`config.mk`:
```
export PLATFORM = sky130hd
export DESIGN_NAME = scalu_pipe_flat
export DESIGN_NICKNAME = d
export VERILOG_FILES = /design/src/rtl/scalu_pkg.sv /design/src/rtl/scalu_if.sv /design/src/rtl/scalu_exec.sv /design/src/rtl/scalu_pipe.sv /design/src/flat_wrapper.sv
export SDC_FILE = /design/constraint.sdc
export NUM_CORES = 1
export LEC_CHECK = 0
export BUFFER_PORTS_ARGS = -buffer_cell sky130_fd_sc_hd__clkbuf_2
export CORE_ASPECT_RATIO = 0.75
export CORE_UTILIZATION = 50
export CTS_CLUSTER_DIAMETER = 200
export DETAILED_ROUTE_END_ITERATION = 10
export PLACE_DENSITY = 0.7
export SLEW_MARGIN = 20
export SYNTH_ARGS = -nofsm -noshare
export SYNTH_HDL_FRONTEND = slang
export SYNTH_SLANG_ARGS = --single-unit
```
`constraint.sdc`:
```
create_clock -name clk -period 17.5 [get_ports clk]
set_input_delay 4.375 -clock clk [delete_from_list [all_inputs] [get_ports clk]]
set_output_delay 4.375 -clock clk [all_outputs]
set_load 0.05 [all_outputs]
```
`src/rtl/scalu_pkg.sv`:
```
// Shared definitions for the pipelined scalar ALU.
// Provides the func codes, op-field bit positions, exception causes and the
// per-stage status payload carried alongside results through the pipe.
package scalu_pkg;

  localparam int unsigned OP_W        = 5;
  localparam int unsigned ECAUSE_W    = 5;
  localparam int unsigned OP_ALT_BIT  = 3;
  localparam int unsigned OP_RSVD_BIT = 4;

  typedef enum logic [2:0] {
    FN_ADD  = 3'b000,
    FN_SLL  = 3'b001,
    FN_SLT  = 3'b010,
    FN_SLTU = 3'b011,
    FN_XOR  = 3'b100,
    FN_SRL  = 3'b101,
    FN_OR   = 3'b110,
    FN_AND  = 3'b111
  } scalu_func_e;

  localparam logic [ECAUSE_W-1:0] ECAUSE_NONE       = 5'd0;
  localparam logic [ECAUSE_W-1:0] ECAUSE_ILLEGAL_OP = 5'd2;

  // Status computed at stage 1 and carried with the result to the last stage.
  typedef struct packed {
    logic                error;
    logic [ECAUSE_W-1:0] ecause;
  } scalu_status_t;

endpackage

```
`src/rtl/scalu_if.sv`:
```
// Issue / result / control bundle between exers, the scalar ALU, wb and the ROB.
// master: the environment side (exers issues, wb back-pressures, ROB flushes).
// slave:  the ALU side (scalu_pipe).
interface scalu_if
  import scalu_pkg::*;
#(
  parameter int unsigned XLEN    = 32,
  parameter int unsigned ROBID_W = 8,
  parameter int unsigned RD_W    = 6
);

  // exers -> scalu
  logic                exers_scalu_issue;
  logic [OP_W-1:0]     exers_scalu_op;
  logic [ROBID_W-1:0]  exers_robid;
  logic [RD_W-1:0]     exers_rd;
  logic [XLEN-1:0]     exers_op1;
  logic [XLEN-1:0]     exers_op2;
  // scalu -> exers
  logic                scalu_stall;
  // scalu -> wb
  logic                scalu_valid;
  logic                scalu_error;
  logic [ECAUSE_W-1:0] scalu_ecause;
  logic [ROBID_W-1:0]  scalu_robid;
  logic [RD_W-1:0]     scalu_rd;
  logic [XLEN-1:0]     scalu_result;
  // wb / rob -> scalu
  logic                wb_scalu_stall;
  logic                rob_flush;

  modport master (
    output exers_scalu_issue, exers_scalu_op, exers_robid, exers_rd, exers_op1, exers_op2,
    output wb_scalu_stall, rob_flush,
    input  scalu_stall, scalu_valid, scalu_error, scalu_ecause, scalu_robid, scalu_rd,
    input  scalu_result
  );

  modport slave (
    input  exers_scalu_issue, exers_scalu_op, exers_robid, exers_rd, exers_op1, exers_op2,
    input  wb_scalu_stall, rob_flush,
    output scalu_stall, scalu_valid, scalu_error, scalu_ecause, scalu_robid, scalu_rd,
    output scalu_result
  );

endinterface

```
`src/rtl/scalu_exec.sv`:
```
// Combinational scalar ALU core.
// Ports:
//   op     in  {rsvd, alt, func[2:0]}
//   op1    in  operand 1
//   op2    in  operand 2 (low log2(XLEN) bits form the shift amount)
//   result out ALU result, forced to 0 on an illegal op
//   status out {error, ecause}
module scalu_exec
  import scalu_pkg::*;
#(
  parameter int unsigned XLEN = 32
) (
  input  logic [OP_W-1:0] op,
  input  logic [XLEN-1:0] op1,
  input  logic [XLEN-1:0] op2,
  output logic [XLEN-1:0] result,
  output scalu_status_t   status
);

  localparam int unsigned ShW = $clog2(XLEN);

  scalu_func_e     func;
  logic            alt;
  logic            illegal;
  logic [ShW-1:0]  shamt;
  logic            lt_s;
  logic            lt_u;
  logic [XLEN-1:0] raw;

  assign func  = scalu_func_e'(op[2:0]);
  assign alt   = op[OP_ALT_BIT];
  assign shamt = op2[ShW-1:0];
  assign lt_s  = $signed(op1) < $signed(op2);
  assign lt_u  = op1 < op2;

  // alt is only meaningful for ADD/SUB and SRL/SRA.
  assign illegal = op[OP_RSVD_BIT] | (alt & (func != FN_ADD) & (func != FN_SRL));

  always_comb begin
    raw = '0;
    unique case (func)
      FN_ADD:  raw = alt ? (op1 - op2) : (op1 + op2);
      FN_SLL:  raw = op1 << shamt;
      FN_SLT:  raw = {{(XLEN-1){1'b0}}, lt_s};
      FN_SLTU: raw = {{(XLEN-1){1'b0}}, lt_u};
      FN_XOR:  raw = op1 ^ op2;
      FN_SRL:  raw = alt ? $unsigned($signed(op1) >>> shamt) : (op1 >> shamt);
      FN_OR:   raw = op1 | op2;
      FN_AND:  raw = op1 & op2;
      default: raw = '0;
    endcase
  end

  assign result        = illegal ? '0 : raw;
  assign status.error  = illegal;
  assign status.ecause = illegal ? ECAUSE_ILLEGAL_OP : ECAUSE_NONE;

endmodule

```
`src/rtl/scalu_pipe.sv`:
```
// Pipelined scalar ALU between exers and wb.
// Stage 1 registers the issued op and operands; the result is computed from
// stage 1 and then travels through stages 2..STAGES with robid/rd. Each stage
// has its own valid bit and holds under wb back-pressure; an empty stage lets
// its predecessor move up, so bubbles are squeezed out.
// Ports:
//   clk  clock
//   rst  synchronous active-high reset
//   bus  scalu_if.slave: issue from exers, result to wb, stall, rob_flush
module scalu_pipe
  import scalu_pkg::*;
#(
  parameter int unsigned XLEN    = 32,
  parameter int unsigned STAGES  = 1,
  parameter int unsigned ROBID_W = 8,
  parameter int unsigned RD_W    = 6
) (
  input logic    clk,
  input logic    rst,
  scalu_if.slave bus
);

  localparam int unsigned Last = STAGES - 1;

  // Index k here is stage k+1.
  logic [STAGES-1:0]  v_q;
  logic [STAGES-1:0]  v_d;
  logic [STAGES-1:0]  adv;
  logic               stall;
  logic               accept;

  logic [OP_W-1:0]    op_q;
  logic [XLEN-1:0]    op1_q;
  logic [XLEN-1:0]    op2_q;
  logic [ROBID_W-1:0] robid_q [STAGES];
  logic [RD_W-1:0]    rd_q    [STAGES];

  logic [XLEN-1:0]    ex_result;
  scalu_status_t      ex_status;
  logic [XLEN-1:0]    out_result;
  scalu_status_t      out_status;

  // A stage may take new data if it is empty, its successor is empty, or its
  // successor is itself moving on this cycle.
  always_comb begin
    adv       = '0;
    adv[Last] = ~v_q[Last] | ~bus.wb_scalu_stall;
    for (int k = int'(STAGES) - 2; k >= 0; k--) begin
      adv[k] = ~v_q[k] | ~v_q[k+1] | adv[k+1];
    end
  end

  assign stall           = v_q[0] & ~adv[0];
  assign bus.scalu_stall = stall;
  assign accept          = bus.exers_scalu_issue & ~stall & ~bus.rob_flush;

  always_comb begin
    v_d = v_q;
    if (adv[0]) begin
      v_d[0] = accept;
    end
    for (int k = 1; k < int'(STAGES); k++) begin
      if (adv[k]) begin
        v_d[k] = v_q[k-1];
      end
    end
    if (bus.rob_flush) begin
      v_d = '0;
    end
  end

  always_ff @(posedge clk) begin
    if (rst) begin
      v_q <= '0;
    end else begin
      v_q <= v_d;
    end
  end

  // Payload is only qualified by the valid bits, so it needs no reset.
  always_ff @(posedge clk) begin
    if (accept) begin
      op_q       <= bus.exers_scalu_op;
      op1_q      <= bus.exers_op1;
      op2_q      <= bus.exers_op2;
      robid_q[0] <= bus.exers_robid;
      rd_q[0]    <= bus.exers_rd;
    end
    for (int k = 1; k < int'(STAGES); k++) begin
      if (adv[k] && v_q[k-1]) begin
        robid_q[k] <= robid_q[k-1];
        rd_q[k]    <= rd_q[k-1];
      end
    end
  end

  scalu_exec #(
    .XLEN (XLEN)
  ) u_exec (
    .op     (op_q),
    .op1    (op1_q),
    .op2    (op2_q),
    .result (ex_result),
    .status (ex_status)
  );

  if (STAGES > 1) begin : g_res_pipe
    logic [XLEN-1:0] res_q [1:STAGES-1];
    scalu_status_t   st_q  [1:STAGES-1];

    always_ff @(posedge clk) begin
      if (adv[1] && v_q[0]) begin
        res_q[1] <= ex_result;
        st_q[1]  <= ex_status;
      end
      for (int k = 2; k < int'(STAGES); k++) begin
        if (adv[k] && v_q[k-1]) begin
          res_q[k] <= res_q[k-1];
          st_q[k]  <= st_q[k-1];
        end
      end
    end

    assign out_result = res_q[Last];
    assign out_status = st_q[Last];
  end else begin : g_res_comb
    assign out_result = ex_result;
    assign out_status = ex_status;
  end

  // Outputs are zeroed whenever no result is presented.
  assign bus.scalu_valid  = v_q[Last];
  assign bus.scalu_result = v_q[Last] ? out_result        : '0;
  assign bus.scalu_error  = v_q[Last] ? out_status.error  : 1'b0;
  assign bus.scalu_ecause = v_q[Last] ? out_status.ecause : ECAUSE_NONE;
  assign bus.scalu_robid  = v_q[Last] ? robid_q[Last]     : '0;
  assign bus.scalu_rd     = v_q[Last] ? rd_q[Last]        : '0;

endmodule
```
`src/flat_wrapper.sv`:
```
// flat-port wrapper written by rule: the top's interface ports become plain ports
module scalu_pipe_flat import scalu_pkg::*;
#(
  parameter int unsigned XLEN    = 32,
  parameter int unsigned STAGES  = 1,
  parameter int unsigned ROBID_W = 8,
  parameter int unsigned RD_W    = 6
)
  (clk, rst, bus_exers_scalu_issue, bus_exers_scalu_op, bus_exers_robid, bus_exers_rd, bus_exers_op1, bus_exers_op2, bus_wb_scalu_stall, bus_rob_flush, bus_scalu_stall, bus_scalu_valid, bus_scalu_error, bus_scalu_ecause, bus_scalu_robid, bus_scalu_rd, bus_scalu_result);
  scalu_if #(.XLEN(XLEN), .ROBID_W(ROBID_W), .RD_W(RD_W)) bus_i ();
  input logic clk;
  input logic rst;
  input wire logic [$bits(bus_i.exers_scalu_issue)-1:0] bus_exers_scalu_issue;
  input wire logic [$bits(bus_i.exers_scalu_op)-1:0] bus_exers_scalu_op;
  input wire logic [$bits(bus_i.exers_robid)-1:0] bus_exers_robid;
  input wire logic [$bits(bus_i.exers_rd)-1:0] bus_exers_rd;
  input wire logic [$bits(bus_i.exers_op1)-1:0] bus_exers_op1;
  input wire logic [$bits(bus_i.exers_op2)-1:0] bus_exers_op2;
  input wire logic [$bits(bus_i.wb_scalu_stall)-1:0] bus_wb_scalu_stall;
  input wire logic [$bits(bus_i.rob_flush)-1:0] bus_rob_flush;
  output wire logic [$bits(bus_i.scalu_stall)-1:0] bus_scalu_stall;
  output wire logic [$bits(bus_i.scalu_valid)-1:0] bus_scalu_valid;
  output wire logic [$bits(bus_i.scalu_error)-1:0] bus_scalu_error;
  output wire logic [$bits(bus_i.scalu_ecause)-1:0] bus_scalu_ecause;
  output wire logic [$bits(bus_i.scalu_robid)-1:0] bus_scalu_robid;
  output wire logic [$bits(bus_i.scalu_rd)-1:0] bus_scalu_rd;
  output wire logic [$bits(bus_i.scalu_result)-1:0] bus_scalu_result;
  assign bus_i.exers_scalu_issue = bus_exers_scalu_issue;
  assign bus_i.exers_scalu_op = bus_exers_scalu_op;
  assign bus_i.exers_robid = bus_exers_robid;
  assign bus_i.exers_rd = bus_exers_rd;
  assign bus_i.exers_op1 = bus_exers_op1;
  assign bus_i.exers_op2 = bus_exers_op2;
  assign bus_i.wb_scalu_stall = bus_wb_scalu_stall;
  assign bus_i.rob_flush = bus_rob_flush;
  assign bus_scalu_stall = bus_i.scalu_stall;
  assign bus_scalu_valid = bus_i.scalu_valid;
  assign bus_scalu_error = bus_i.scalu_error;
  assign bus_scalu_ecause = bus_i.scalu_ecause;
  assign bus_scalu_robid = bus_i.scalu_robid;
  assign bus_scalu_rd = bus_i.scalu_rd;
  assign bus_scalu_result = bus_i.scalu_result;
  scalu_pipe #(.XLEN(XLEN), .STAGES(STAGES), .ROBID_W(ROBID_W), .RD_W(RD_W)) u_core (.clk(clk), .rst(rst), .bus(bus_i));
endmodule
```
Word level (Yosys, flattened, before mapping):

Memory sizes are Yosys's and may differ from the RTL's.
Index checks and enable logic that the tools add are counted.

* memories: 2
* RAM bits: 14
* bits of input ports: 88
* word-level logic and storage cells: 51
* register bits after elaboration: 70

* bitwise operators: 15
* muxes and demuxes: 12
* $add $sub $neg: 2
* equality and inequality tests: 8
* order comparisons: 2
* shifts and indexed selects: 3
* reductions and logical operators: 3

Memory list
* u_core.robid_q: depth 1, bits a word 8, read ports 1, clocked after memory_dff 0, wr ports 1, line scalu_pipe.sv:35 `logic [ROBID_W-1:0] robid_q [STAGES];`
* u_core.rd_q: depth 1, bits a word 6, read ports 1, clocked after memory_dff 0, wr ports 1, line scalu_pipe.sv:36 `logic [RD_W-1:0] rd_q [STAGES];`

Operator list (count)
* $pmux W32 S8: 1
* $mux W32: 4
* $lt A32 B32 Y1: 2
* $add A32 B32 Y32: 1
* $and A32 B32 Y32: 1
* $or A32 B32 Y32: 1
* $shl A32 B5 Y32: 1
* $shr A32 B5 Y32: 1
* $sshr A32 B5 Y32: 1
* $sub A32 B32 Y32: 1
* $xor A32 B32 Y32: 1
* $eq A3 B3 Y1 const B: 4
* $mux W8: 1
* $eq A3 B2 Y1 const B: 2
* $mux W6: 1
* $and A1 B1 Y1: 5
* $not A1 Y1: 5
* $mux W2: 2
* $eq A3 B1 Y1 const B: 1
* $logic_not A3 Y1: 1
* $mux W1: 3
* $ne A3 B3 Y1 const B: 1
* $reduce_bool A3 Y1: 1
* $or A1 B1 Y1: 2
* $reduce_or A2 Y1: 1

Longest topological paths before layout:

Gate-level depths: netlist of the first run.

* depth in word-level cells: 9
* depth in mapped cells: 14
* mapped depth without buffers: 13

Modules after synthesis:

A second synthesis of the first run with hierarchy kept.

* cell total of the unflattened synthesis: 1423
* area, all modules: 11693.7 um^2

By module, submodules not included
* scalu_exec: area each 8754.6 um^2, cells each 1278, instances 1
* scalu_pipe: area each 2939.1 um^2, cells each 145, instances 1

Worst setup path before layout of the first run:

Ideal clock, no wire load.

* path kind: input-to-reg
* start: input bus_wb_scalu_stall
* end: register u_core.op1_q[0], enable pin
* arrival: 10.810 ns
* stages: 2
* setup time: 0.645 ns
* path slack: 6.045 ns
* cell sequence: and2_1 > nor3b_1

* cells in the longest elaborated chain, start to end: 7

Ends and longest elaborated chain
* start, declared: line flat_wrapper.sv:19 `input wire logic [$bits(bus_i.wb_scalu_stall)-1:0] bus_wb_scalu_stall;`
* $not A1 Y1: line scalu_pipe.sv:47 `adv[Last] = ~v_q[Last] | ~bus.wb_scalu_stall;`
* $or A1 B1 Y1: line scalu_pipe.sv:47
* $not A1 Y1: line scalu_pipe.sv:53 `assign stall = v_q[0] & ~adv[0];`
* $and A1 B1 Y1: line scalu_pipe.sv:53
* $not A1 Y1: line scalu_pipe.sv:55 `assign accept = bus.exers_scalu_issue & ~stall & ~bus.rob_flush;`
* $and A1 B1 Y1 (2 in a row): line scalu_pipe.sv:55
* net u_core.accept: line scalu_pipe.sv:30 `logic accept;`
* end signal, assigned: line scalu_pipe.sv:84 `op1_q <= bus.exers_op1;`
* end, declared: line scalu_pipe.sv:33 `logic [XLEN-1:0] op1_q;`

The timed path passes the listed nets, and every way through them passes these cells.
A chain may end at the register's enable or synchronous reset.

Worst setup path after layout of the first run:

* start: register u_core.op2_q[4]
* end: output bus_scalu_result[17]

* cells in the longest elaborated chain, start to end: 5
* elaborated cells on any way between the ends: 10

Ends and longest elaborated chain
* start, declared: line scalu_pipe.sv:34 `logic [XLEN-1:0] op2_q;`
* start signal, assigned: line scalu_pipe.sv:85 `op2_q <= bus.exers_op2;`
* $add A32 B32 Y32, or another cell as far along: line scalu_exec.sv:42 `FN_ADD: raw = alt ? (op1 - op2) : (op1 + op2);`
* $mux W32, on equally long branches: line scalu_exec.sv:42, scalu_exec.sv:47
* $pmux W32 S8 *: line scalu_exec.sv:41 `unique case (func)`
* $mux W32 *: line scalu_exec.sv:54 `assign result = illegal ? '0 : raw;`
* $mux W32 *: line scalu_pipe.sv:133 `assign bus.scalu_result = v_q[Last] ? out_result : '0;`
* end, declared: line flat_wrapper.sv:27 `output wire logic [$bits(bus_i.scalu_result)-1:0] bus_scalu_result;`

Mark *: on every way between the ends. The rest lies on a longest branch, timed or not.

==> impl_metrics.env, run 1 <==
export IMPL_drt_wirelength_per_cell_um=23.2
export IMPL_pwr_share_clk=0.302
export IMPL_min_period_ps=9720
export IMPL_firstDrtPassIters=9
export IMPL_die_y_um=132
export IMPL_clk_pin_slew_ps=80
export IMPL_drcViolationCount=2
export IMPL_stdcell_count=1712
export IMPL_worstSetupEndpointType="output pin"
export IMPL_hold_buffers=0
export IMPL_wl_met3_um=5200
export IMPL_grt_pass1_vias=10000
export IMPL_crit_chain="buf_4 > clkinv_1 > ha_1 > nor2_1 > o211ai_1 > a211oi_1 > o21bai_1 > o21ai_0 > a22oi_1 > xnor2_1 > a221oi_1 > clkbuf_2"
export IMPL_cts_tree="built"
export IMPL_drt_total_wl_um=39700
export IMPL_powerDensity_nw_per_um2=56.4
export IMPL_slew_limit_headroom=0.299
export IMPL_grt_max_degree=71
export IMPL_yosysWarnings=0
export IMPL_max_cap_viol_count=0
export IMPL_fillCellCount=2064
export IMPL_critPathLaunchType="flop"
export IMPL_portBuffers=137
export IMPL_top_layer="met5"
export IMPL_via_count=11200
export IMPL_hp_class="reg -> reg"
export IMPL_slew_violations=0
export IMPL_mappedNetlistArea_um2=11200
export IMPL_finalCritPeriodShare=0.555
export IMPL_track_usage=0.341
export IMPL_violations="design-rule violations"
export IMPL_drt_iter0_drc=1480
export IMPL_critical_path_class="reg -> out"
export IMPL_ys_types=80
export IMPL_die_area_um2=23000
export IMPL_crit_buf_inv=3
export IMPL_fin_worst_skew_ps=13.4
export IMPL_crit_path_top_delay_cell="clkinv_1"
export IMPL_arrival_ps=5340
export IMPL_cp_max_fo=49
export IMPL_initial_utilization=0.508
export IMPL_drive_gt1_frac=0.185
export IMPL_rsz0062_at_grt="false"
export IMPL_tns_ps=0
export IMPL_syn_area_per_cell_um2=8.29
export IMPL_cp_top_family="compound AO/OA/AOI/OAI gates"
export IMPL_postRouteAntennaNets=0
export IMPL_status="finished with violations"
export IMPL_wl_met1_um=17900
export IMPL_clk_latency_ps=380
export IMPL_grt_pass1_wl_um=59800
export IMPL_p_switching_uw=257
export IMPL_cts_htree_levels=3
export IMPL_netlist_area_leader_share=0.222
export IMPL_synth_area_leaders="edfxtp_1 22%, mux4_2 11%, ha_1 11%, o21ai_0 5.7%, nor2_1 5.6%"
export IMPL_worst_pin_slew_ps=1050
export IMPL_met2RoutedLength_um=15800
export IMPL_peakVddDrop_mv=0.0564
export IMPL_intPower_uw=433
export IMPL_layout_nets=1600
export IMPL_leakage_nw=5.11
export IMPL_clockBufferDepth=2
export IMPL_die_w_um=175
export IMPL_rows=47
export IMPL_crit_required_ps=13120
export IMPL_synth_edf_count=83
export IMPL_grt_overflow=0
export IMPL_switching_share=0.373
export IMPL_ys_ff_latch=84
export IMPL_routed_via_density=6.51
export IMPL_cts_sinks=84
export IMPL_fmax_mhz=103
export IMPL_synthFlopType="edfxtp_1"
export IMPL_numCtsBuffers=9
export IMPL_placedCellCount=1696
export IMPL_netlist_instances=1353
export IMPL_antennaDiodeCount=0
export IMPL_post_cts_resized=0
export IMPL_dp_hpwl_um=29700
export IMPL_syn_to_final_growth_pct=9.23
export IMPL_postCtsSetupBuffers=0
export IMPL_gp_congestion=1.01
export IMPL_core_area_um2=22100
export IMPL_async_reset_ff_frac=0
export IMPL_cpPeakStageDelay_ps=890
export IMPL_p_seq_frac=0.355
export IMPL_cts_root_buffer="clkbuf_16"
export IMPL_ys_seq_area_frac=0.224
export IMPL_antenna_found_initial=0
export IMPL_comb_power_share=0.343
export IMPL_io_pin_count=142
export IMPL_finalHoldViolCount=0
export IMPL_setup_viol=0
export IMPL_yosysTopAreaCell="edfxtp_1"
[metal layers]
metal,up-vias,track usage
met3,54,0.101
met1,5335,0.523
met2,671,0.465
met5,-,0
met4,2,0.0710
li1,5090,-
[state kept, by name, summed over array words and instances, names as in the netlist]
register	count
u_core.bus.scalu_valid	1
u_core.op1_q	32
u_core.op2_q	32
u_core.op_q	5
u_core.rd_q	6
u_core.robid_q	8
[placed cells by master, fill, tap and decap left out, types with 15 or more instances in the layout]
master / Yosys / routed
xnor2_1: 21 / 21
o21ai_0: 127 / 127
mux4_2: 54 / 54
inv_1: 94 / 94
nand2b_1: 15 / 15
nand2_1: 89 / 89
ha_1: 97 / 97
edfxtp_1: 83 / 83
buf_4: 12 / 18
clkbuf_2: 0 / 137
and2_1: 19 / 19
nor2_1: 166 / 165
a211oi_1: 30 / 30
a21oi_1: 118 / 118
nor3_1: 27 / 27
a221oi_1: 22 / 22
o211ai_1: 25 / 25
mux2i_1: 53 / 53
[kinds of logic after synthesis]
logic type                 synth area share
other                              0.000334
xor gates and xnor gates             0.0234
DFF                                   0.224
AOI/OAI and AO/OA                     0.247
buffers and inverters                0.0763
muxes                                 0.164
and+or+nand+nor                       0.153
adders and majority gates             0.112
[power by group through the flow]
stage | sequential [mW] | clock, mW | combinational, mW
6_report | 0.245 | 0.209 | 0.237
3_5_place_dp | 0.248 | 0 | 0.228
2_1_floorplan | 0.245 | 0 | 0.166
3_3_place_gp | 0.248 | 0 | 0.227
4_1_cts | 0.244 | 0.214 | 0.229
5_1_grt | 0.246 | 0.218 | 0.253
[path summary, 6_finish.rpt]
kind,start,to,slack [ps],cells after the start
worst max-delay path,u_core.op2_q[4]$_DFFE_PP_,bus_scalu_result[17],7780,12
worst max register to register,u_core.bus.scalu_valid$_SDFFE_PP0P_,u_core.op2_q[8]$_DFFE_PP_,15180,4
worst min register to register,u_core.bus.scalu_valid$_SDFFE_PP0P_,u_core.bus.scalu_valid$_SDFFE_PP0P_,920,3
worst min-delay path,u_core.bus.scalu_valid$_SDFFE_PP0P_,u_core.bus.scalu_valid$_SDFFE_PP0P_,920,3
[cell usage after synthesis (4+ instances only)]
master / number
or2_2: 9
nand2b_1: 15
o21bai_1: 6
o221ai_1: 10
nor2_1: 166
nor3_1: 27
xnor2_1: 21
buf_2: 15
o311ai_0: 4
buf_1: 15
a222oi_1: 4
nand3_1: 12
xor2_1: 9
mux2_2: 8
mux2i_1: 53
buf_4: 12
nor4_1: 8
a21o_1: 7
o21a_1: 6
nor2b_1: 11
a211oi_1: 30
ha_1: 97
nand2_1: 89
and3_1: 5
o211a_1: 4
mux4_2: 54
o21ai_1: 5
clkbuf_1: 66
a221oi_1: 22
o211ai_1: 25
a31oi_1: 14
a211o_1: 5
edfxtp_1: 83
a21oi_1: 118
or3_1: 7
and2_1: 19
inv_1: 94
nand4_1: 4
o21ai_0: 127
[area by class of cell]
class | instances | area (um2) | area share
Clock buffer | 9 | 225 | 0.0184
Sequential cell | 84 | 2510 | 0.205
Multi-Input combinational cell | 1063 | 7860 | 0.642
Inverter | 100 | 375 | 0.0306
Timing Repair Buffer | 155 | 821 | 0.0670
Clock inverter | 7 | 82.6 | 0.00674
Tap cell | 294 | 368 | 0.0300
[per-stage QoR]
step / instance area [um2] / util / total power [mW] / setup WS [ps] / hold slack (ps)
floorplan: 11200 / - / 0.411 / 6050 / 1160
global placement: 11900 / 0.541 / 0.475 / 8220 / 877
detailed placement: 11900 / 0.541 / 0.476 / 8220 / 900
CTS: 12200 / 0.555 / 0.687 / 7950 / 914
global route: 12200 / 0.555 / 0.717 / 7540 / 1020
finish: 12200 / 0.555 / 0.690 / 7780 / 921
[tightest hold or removal path: stages (launching register included)]
cell and delay [ps]:
dfxtp_1 470, and2_1 250, nor2_1 100, nor3_1 50
No activity file was read; power rests on OpenSTA's default activity.
==> run 2: changes to the inputs <==
--- a/config.mk
+++ b/config.mk
@@ -10,7 +10,7 @@
 export CORE_UTILIZATION = 50
 export CTS_CLUSTER_DIAMETER = 200
 export DETAILED_ROUTE_END_ITERATION = 10
-export PLACE_DENSITY = 0.7
+export PLACE_DENSITY = 0.73
 export SLEW_MARGIN = 20
 export SYNTH_ARGS = -nofsm -noshare
 export SYNTH_HDL_FRONTEND = slang
==> constraint.sdc (replaced) <==
create_clock -name clk -period 8.3 [get_ports clk]
set_input_delay 2.075 -clock clk [delete_from_list [all_inputs] [get_ports clk]]
set_output_delay 2.075 -clock clk [all_outputs]
set_load 0.05 [all_outputs]
==> run 2 against run 1 <==
  * The flow now finishes without violations
  * Routed wire length about the same
  * Sequential share of layout area about the same
  * First-iteration DRC count is 2.8% lower
  * Critical path depth rose by 2
  * Flip-flop and latch count stayed put
  * Die area unchanged
  * Sequential power grew 110%
  * Core utilization rose by 0.13 points
  * Global-route usage is 0.20 points higher
  * Final area rose by 0.24%
  * Worst hold slack improved by 2.1 ps
  * Setup slack got worse by 6200 ps
  * Critical endpoint is now bus_scalu_result[29]
  * Largest cell class unchanged
==> impl_metrics.env, run 2 (synthesized netlist as in run 1, its figures left out) <==
export IMPL_grt_overflow=0
export IMPL_layout_nets=1600
export IMPL_numCtsBuffers=9
export IMPL_fillCellCount=2111
export IMPL_worstSetupEndpointType="output pin"
export IMPL_initial_utilization=0.508
export IMPL_drive_gt1_frac=0.185
export IMPL_drt_wirelength_per_cell_um=23.2
export IMPL_core_area_um2=22100
export IMPL_rsz0062_at_grt="false"
export IMPL_fmax_mhz=149
export IMPL_dp_hpwl_um=30000
export IMPL_peakVddDrop_mv=0.145
export IMPL_gp_congestion=1.02
export IMPL_postLayoutCoreUtil=0.557
export IMPL_post_cts_resized=0
export IMPL_comb_power_share=0.338
export IMPL_clockBufferDepth=2
export IMPL_p_seq_frac=0.349
export IMPL_p_switching_uw=541
export IMPL_cts_sinks=84
export IMPL_drt_iter0_drc=1439
export IMPL_arrival_ps=4660
export IMPL_antennaDiodeCount=0
export IMPL_cts_htree_levels=3
export IMPL_most_common_layout_cells="165 x nor2_1, 137 x clkbuf_2, 127 x o21ai_0, 118 x a21oi_1, 97 x ha_1"
export IMPL_portBuffers=137
export IMPL_postCtsSetupBuffers=0
export IMPL_fin_worst_skew_ps=18.0
export IMPL_status="finished, final reports clean"
export IMPL_leakage_nw=5.12
export IMPL_grt_pass1_vias=10100
export IMPL_hold_buffers=0
export IMPL_largestRegisters="u_core.op1_q: 32 flops, u_core.op2_q: 32 flops, u_core.robid_q: 8 flops"
export IMPL_rows=47
export IMPL_grt_max_degree=71
export IMPL_tns_ps=0
export IMPL_track_usage=0.343
export IMPL_drcViolationCount=0
export IMPL_routed_via_density=6.57
export IMPL_clk_latency_ps=380
export IMPL_place_area_um2=11900
export IMPL_switching_share=0.364
export IMPL_hp_class="reg -> reg"
export IMPL_min_period_ps=6730
export IMPL_intPower_uw=943
export IMPL_slew_limit_headroom=0.215
export IMPL_total_power_mw=1.48
export IMPL_grt_pass1_wl_um=60000
export IMPL_worst_pin_slew_ps=1180
export IMPL_clk_pin_slew_ps=80
export IMPL_via_count=11300
export IMPL_die_w_um=175
export IMPL_cts_root_buffer="clkbuf_16"
export IMPL_pwr_share_clk=0.314
export IMPL_finalHoldViolCount=0
export IMPL_critical_path_class="reg -> out"
export IMPL_final_common_cell="nor2_1"
export IMPL_setup_viol=0
export IMPL_io_pin_count=142
export IMPL_die_y_um=132
export IMPL_cts_tree="built"
export IMPL_critPathLaunchType="flop"
export IMPL_reg2reg_slack_ps=5960
export IMPL_crit_required_ps=6230
export IMPL_slew_violations=0
export IMPL_finalCritPeriodShare=0.811
export IMPL_die_area_um2=23000
export IMPL_max_cap_viol_count=0
export IMPL_cp_max_fo=49
export IMPL_firstDrtPassIters=6
export IMPL_powerDensity_nw_per_um2=121
export IMPL_syn_to_final_growth_pct=9.48
export IMPL_fin_area_um2=12300
export IMPL_drt_total_wl_um=39700
export IMPL_postRouteAntennaNets=0
export IMPL_antenna_found_initial=0
## run 2: cell types whose count changed in the layout (fill, tap and decap cells not counted), sizes merged
cell    before  now
clkinv       5    4
bufinv       1    2
## run 2: path summary, 6_finish.rpt
| kind | to | cells after the start | start |
|---|---|---|---|
| max | bus_scalu_result[29] | 14 | u_core.op2_q[4]$_DFFE_PP_ |
| min | u_core.bus.scalu_valid$_SDFFE_PP0P_ | 3 | u_core.bus.scalu_valid$_SDFFE_PP0P_ |
| max reg2reg | u_core.op1_q[1]$_DFFE_PP_ | 4 | u_core.bus.scalu_valid$_SDFFE_PP0P_ |
| min reg2reg | u_core.bus.scalu_valid$_SDFFE_PP0P_ | 3 | u_core.bus.scalu_valid$_SDFFE_PP0P_ |
## run 2: routing by layer
layer  GRT usage  wire length, um
met5           0                0
met4      0.0676              673
met3      0.0787             4960
met2       0.472            16000
met1       0.539            18000
## run 2: final cells by class
type | count | area [um2] | share of cell area
multi-input cells | 1063 | 7870 | 0.641
inverters | 100 | 375 | 0.0306
clock buffers | 9 | 225 | 0.0183
clock inverters | 7 | 105 | 0.00856
well taps | 294 | 368 | 0.0300
flip-flops and latches | 84 | 2510 | 0.205
repair buffers | 155 | 821 | 0.0669
## run 2: metrics by stage
step | worst slack (ps) | hold slack (ps) | std cells
after global routing | 1470 | 1030 | 1712
final | 1570 | 923 | 1712
after floorplan | 2010 | 1170 | 1356
after detailed placement | 2160 | 916 | 1696
after CTS | 1750 | 931 | 1712
after global placement | 2300 | 895 | 1696
## run 2: power groups by stage
stage / combinational, mW / sequential, mW / clock, mW
floorplan: 0.350 / 0.515 / 0
global placement: 0.482 / 0.524 / 0
detailed placement: 0.482 / 0.525 / 0
CTS: 0.486 / 0.515 / 0.475
global route: 0.534 / 0.519 / 0.487
finish: 0.501 / 0.517 / 0.466
## run 2: worst max-delay path: stages, from the launching register on
cell	delay (ps)
edfxtp_1	330
buf_4	410
clkinv_1	120
buf_4	250
ha_1	430
nor2_1	250
o211ai_1	210
a211oi_1	690
o211ai_1	240
a21oi_1	390
o21ai_1	120
a32oi_1	270
a211oi_1	120
nor2_1	130
clkbuf_2	290
==> run 3: changes to the inputs <==
==> constraint.sdc (replaced) <==
create_clock -name clk -period 5.6 [get_ports clk]
set_input_delay 1.4 -clock clk [delete_from_list [all_inputs] [get_ports clk]]
set_output_delay 1.4 -clock clk [all_outputs]
set_load 0.05 [all_outputs]
==> run 3 against run 2 <==
  * Largest cell class unchanged
  * Total power increased by 48%
  * Via count up 1.4%
  * Final area rose by 4.9%
  * Setup slack worse by 1300 ps
  * Critical path type unchanged
  * Combinational power up 55%
  * Critical path depth shrank 1
  * Die area stayed put
  * First-iteration DRC count rose by 11%
  * Register-to-register slack worse by 2800 ps
  * Cell count is 1.4% higher
==> impl_metrics.env, run 3 (synthesized netlist as in run 1, its figures left out) <==
export IMPL_numCtsBuffers=9
export IMPL_fillCellCount=1999
export IMPL_hp_class="reg -> reg"
export IMPL_drcViolationCount=0
export IMPL_die_area_um2=23000
export IMPL_pwr_share_clk=0.298
export IMPL_crit_path_top_delay_cell="a221oi_1"
export IMPL_antennaDiodeCount=0
export IMPL_worstHoldStart="u_core.bus.scalu_valid$_SDFFE_PP0P_"
export IMPL_most_common_layout_cells="165 x nor2_1, 127 x o21ai_0, 118 x a21oi_1, 111 x clkbuf_2, 97 x ha_1"
export IMPL_crit_required_ps=4200
export IMPL_tns_ps=0
export IMPL_cp_top_family="compound AO/OA/AOI/OAI gates"
export IMPL_antenna_found_initial=0
export IMPL_status="finished, final reports clean"
export IMPL_stdcell_count=1736
export IMPL_grt_max_degree=70
export IMPL_cts_htree_levels=3
export IMPL_hold_path_end="u_core.bus.scalu_valid$_SDFFE_PP0P_"
export IMPL_slew_limit_headroom=0.418
export IMPL_switching_share=0.374
export IMPL_initial_utilization=0.508
export IMPL_max_cap_viol_count=0
export IMPL_die_y_um=132
export IMPL_p_seq_frac=0.348
export IMPL_slew_violations=0
export IMPL_hold_buffers=0
export IMPL_leakage_nw=5.34
export IMPL_gr_usage_met2=0.464
export IMPL_peakVddDrop_mv=0.303
export IMPL_gp_congestion=1.03
export IMPL_grt_pass1_wl_um=62400
export IMPL_io_pin_count=142
export IMPL_total_power_mw=2.19
export IMPL_fmax_mhz=186
export IMPL_grt_overflow=0
export IMPL_finalCritPeriodShare=0.958
export IMPL_setup_viol=0
export IMPL_postRouteAntennaNets=0
export IMPL_fin_ws_ps=236
export IMPL_worstSetupEndpointType="output pin"
export IMPL_hold_slack_ps=947
export IMPL_clockBufferDepth=2
export IMPL_placedCellCount=1717
export IMPL_met3_usage=0.126
export IMPL_clk_latency_ps=370
export IMPL_cts_tree="built"
export IMPL_rsz0062_at_grt="false"
export IMPL_rows=47
export IMPL_fin_worst_skew_ps=14.3
export IMPL_cpPeakStageDelay_ps=600
export IMPL_crit_chain="inv_2 > buf_4 > ha_1 > inv_1 > a221oi_1 > o21a_1 > o211ai_2 > a21oi_2 > a41o_1 > a31oi_1 > xnor2_1 > a211oi_2 > buf_12"
export IMPL_die_w_um=175
export IMPL_pre_cts_slack_ps=557
export IMPL_syn_to_final_growth_pct=14.8
export IMPL_cts_root_buffer="clkbuf_16"
export IMPL_core_area_um2=22100
export IMPL_grt_pass1_vias=10400
export IMPL_worst_pin_slew_ps=862
export IMPL_p_switching_uw=819
export IMPL_r2r_start="u_core.bus.scalu_valid$_SDFFE_PP0P_"
export IMPL_critPathLaunchType="flop"
export IMPL_reg2reg_to="u_core.op1_q[3]$_DFFE_PP_"
export IMPL_intPower_mw=1.37
export IMPL_arrival_ps=3960
export IMPL_grt_busiest_layer="met1"
export IMPL_final_common_cell="nor2_1"
export IMPL_met1_usage=0.559
export IMPL_critical_path_class="reg -> out"
export IMPL_clk_pin_slew_ps=80
export IMPL_crit_buf_inv=4
export IMPL_drt_wirelength_per_cell_um=23.9
export IMPL_comb_power_share=0.354
export IMPL_drt_total_wl_um=41500
export IMPL_reg2reg_slack_ps=3210
export IMPL_dp_hpwl_um=31800
export IMPL_layout_nets=1624
export IMPL_cts_sinks=84
export IMPL_largestRegisters="u_core.op1_q: 32 flops, u_core.op2_q: 32 flops, u_core.robid_q: 8 flops"
export IMPL_routed_via_density=6.58
export IMPL_cp_max_fo=37
export IMPL_drive_gt1_frac=0.200
export IMPL_min_period_ps=5360
export IMPL_finalHoldViolCount=0
export IMPL_powerDensity_nw_per_um2=170
export IMPL_portBuffers=137
export IMPL_drt_iter0_drc=1593
export IMPL_via_count=11400
export IMPL_firstDrtPassIters=5
export IMPL_whs_path_depth=3
export IMPL_track_usage=0.358
export IMPL_reg2reg_depth=4
run 3: how the worst max path moves through the flow:
stage | from | endpoint | cells after the start
detailed placement | u_core.op1_q[9]$_DFFE_PP_ | bus_scalu_result[17] | 10
floorplan | bus_wb_scalu_stall | u_core.op1_q[0]$_DFFE_PP_ | 2
finish | u_core.op2_q[3]$_DFFE_PP_ | bus_scalu_result[30] | 13
global route | u_core.op1_q[14]$_DFFE_PP_ | bus_scalu_result[23] | 11
global placement | u_core.op1_q[9]$_DFFE_PP_ | bus_scalu_result[17] | 10
CTS | u_core.op1_q[9]$_DFFE_PP_ | bus_scalu_result[17] | 10
run 3: through the flow:
stage	utilization	instance area, um2
global placement	0.568	12500
global route	0.584	12900
finish	0.584	12900
CTS	0.582	12800
floorplan	-	11200
detailed placement	0.568	12500
run 3: layout make-up:
cell class | instances | area, um2 | share of cell area
clock buffers | 9 | 225 | 0.0175
clock inverters | 7 | 81.3 | 0.00632
inverters | 100 | 375 | 0.0292
multi-input cells | 1063 | 7890 | 0.612
flip-flops and latches | 84 | 2510 | 0.195
well taps | 294 | 368 | 0.0286
repair buffers | 179 | 1430 | 0.111
run 3: power groups by stage:
stage	logic (mW)	registers, mW	clock network [mW]
after global routing	0.826	0.764	0.678
after floorplan	0.519	0.763	0
after CTS	0.744	0.760	0.664
final	0.775	0.761	0.653
after detailed placement	0.738	0.773	0
after global placement	0.737	0.773	0
run 3: timing repair:
item	CTS	global route
endpoints found under the setup margin	0	6
buffers inserted	0	3
resized for setup	0	1
hold endpoints to repair	0	0
run 3: worst register-to-register path, stage by stage (launching register included):
cell and delay, ps:
dfxtp_1 460, and2_1 270, nor3b_4 190, buf_4 480, buf_4 580
run 3: metal layers:
metal  vias to the layer above  wire [um]  share of wire
li1                       5147          -              -
met1                      5473      18500           0.45
met2                       736      16000           0.39
met3                        59       6290           0.15
met4                         0        676          0.016
met5                         -          0              0
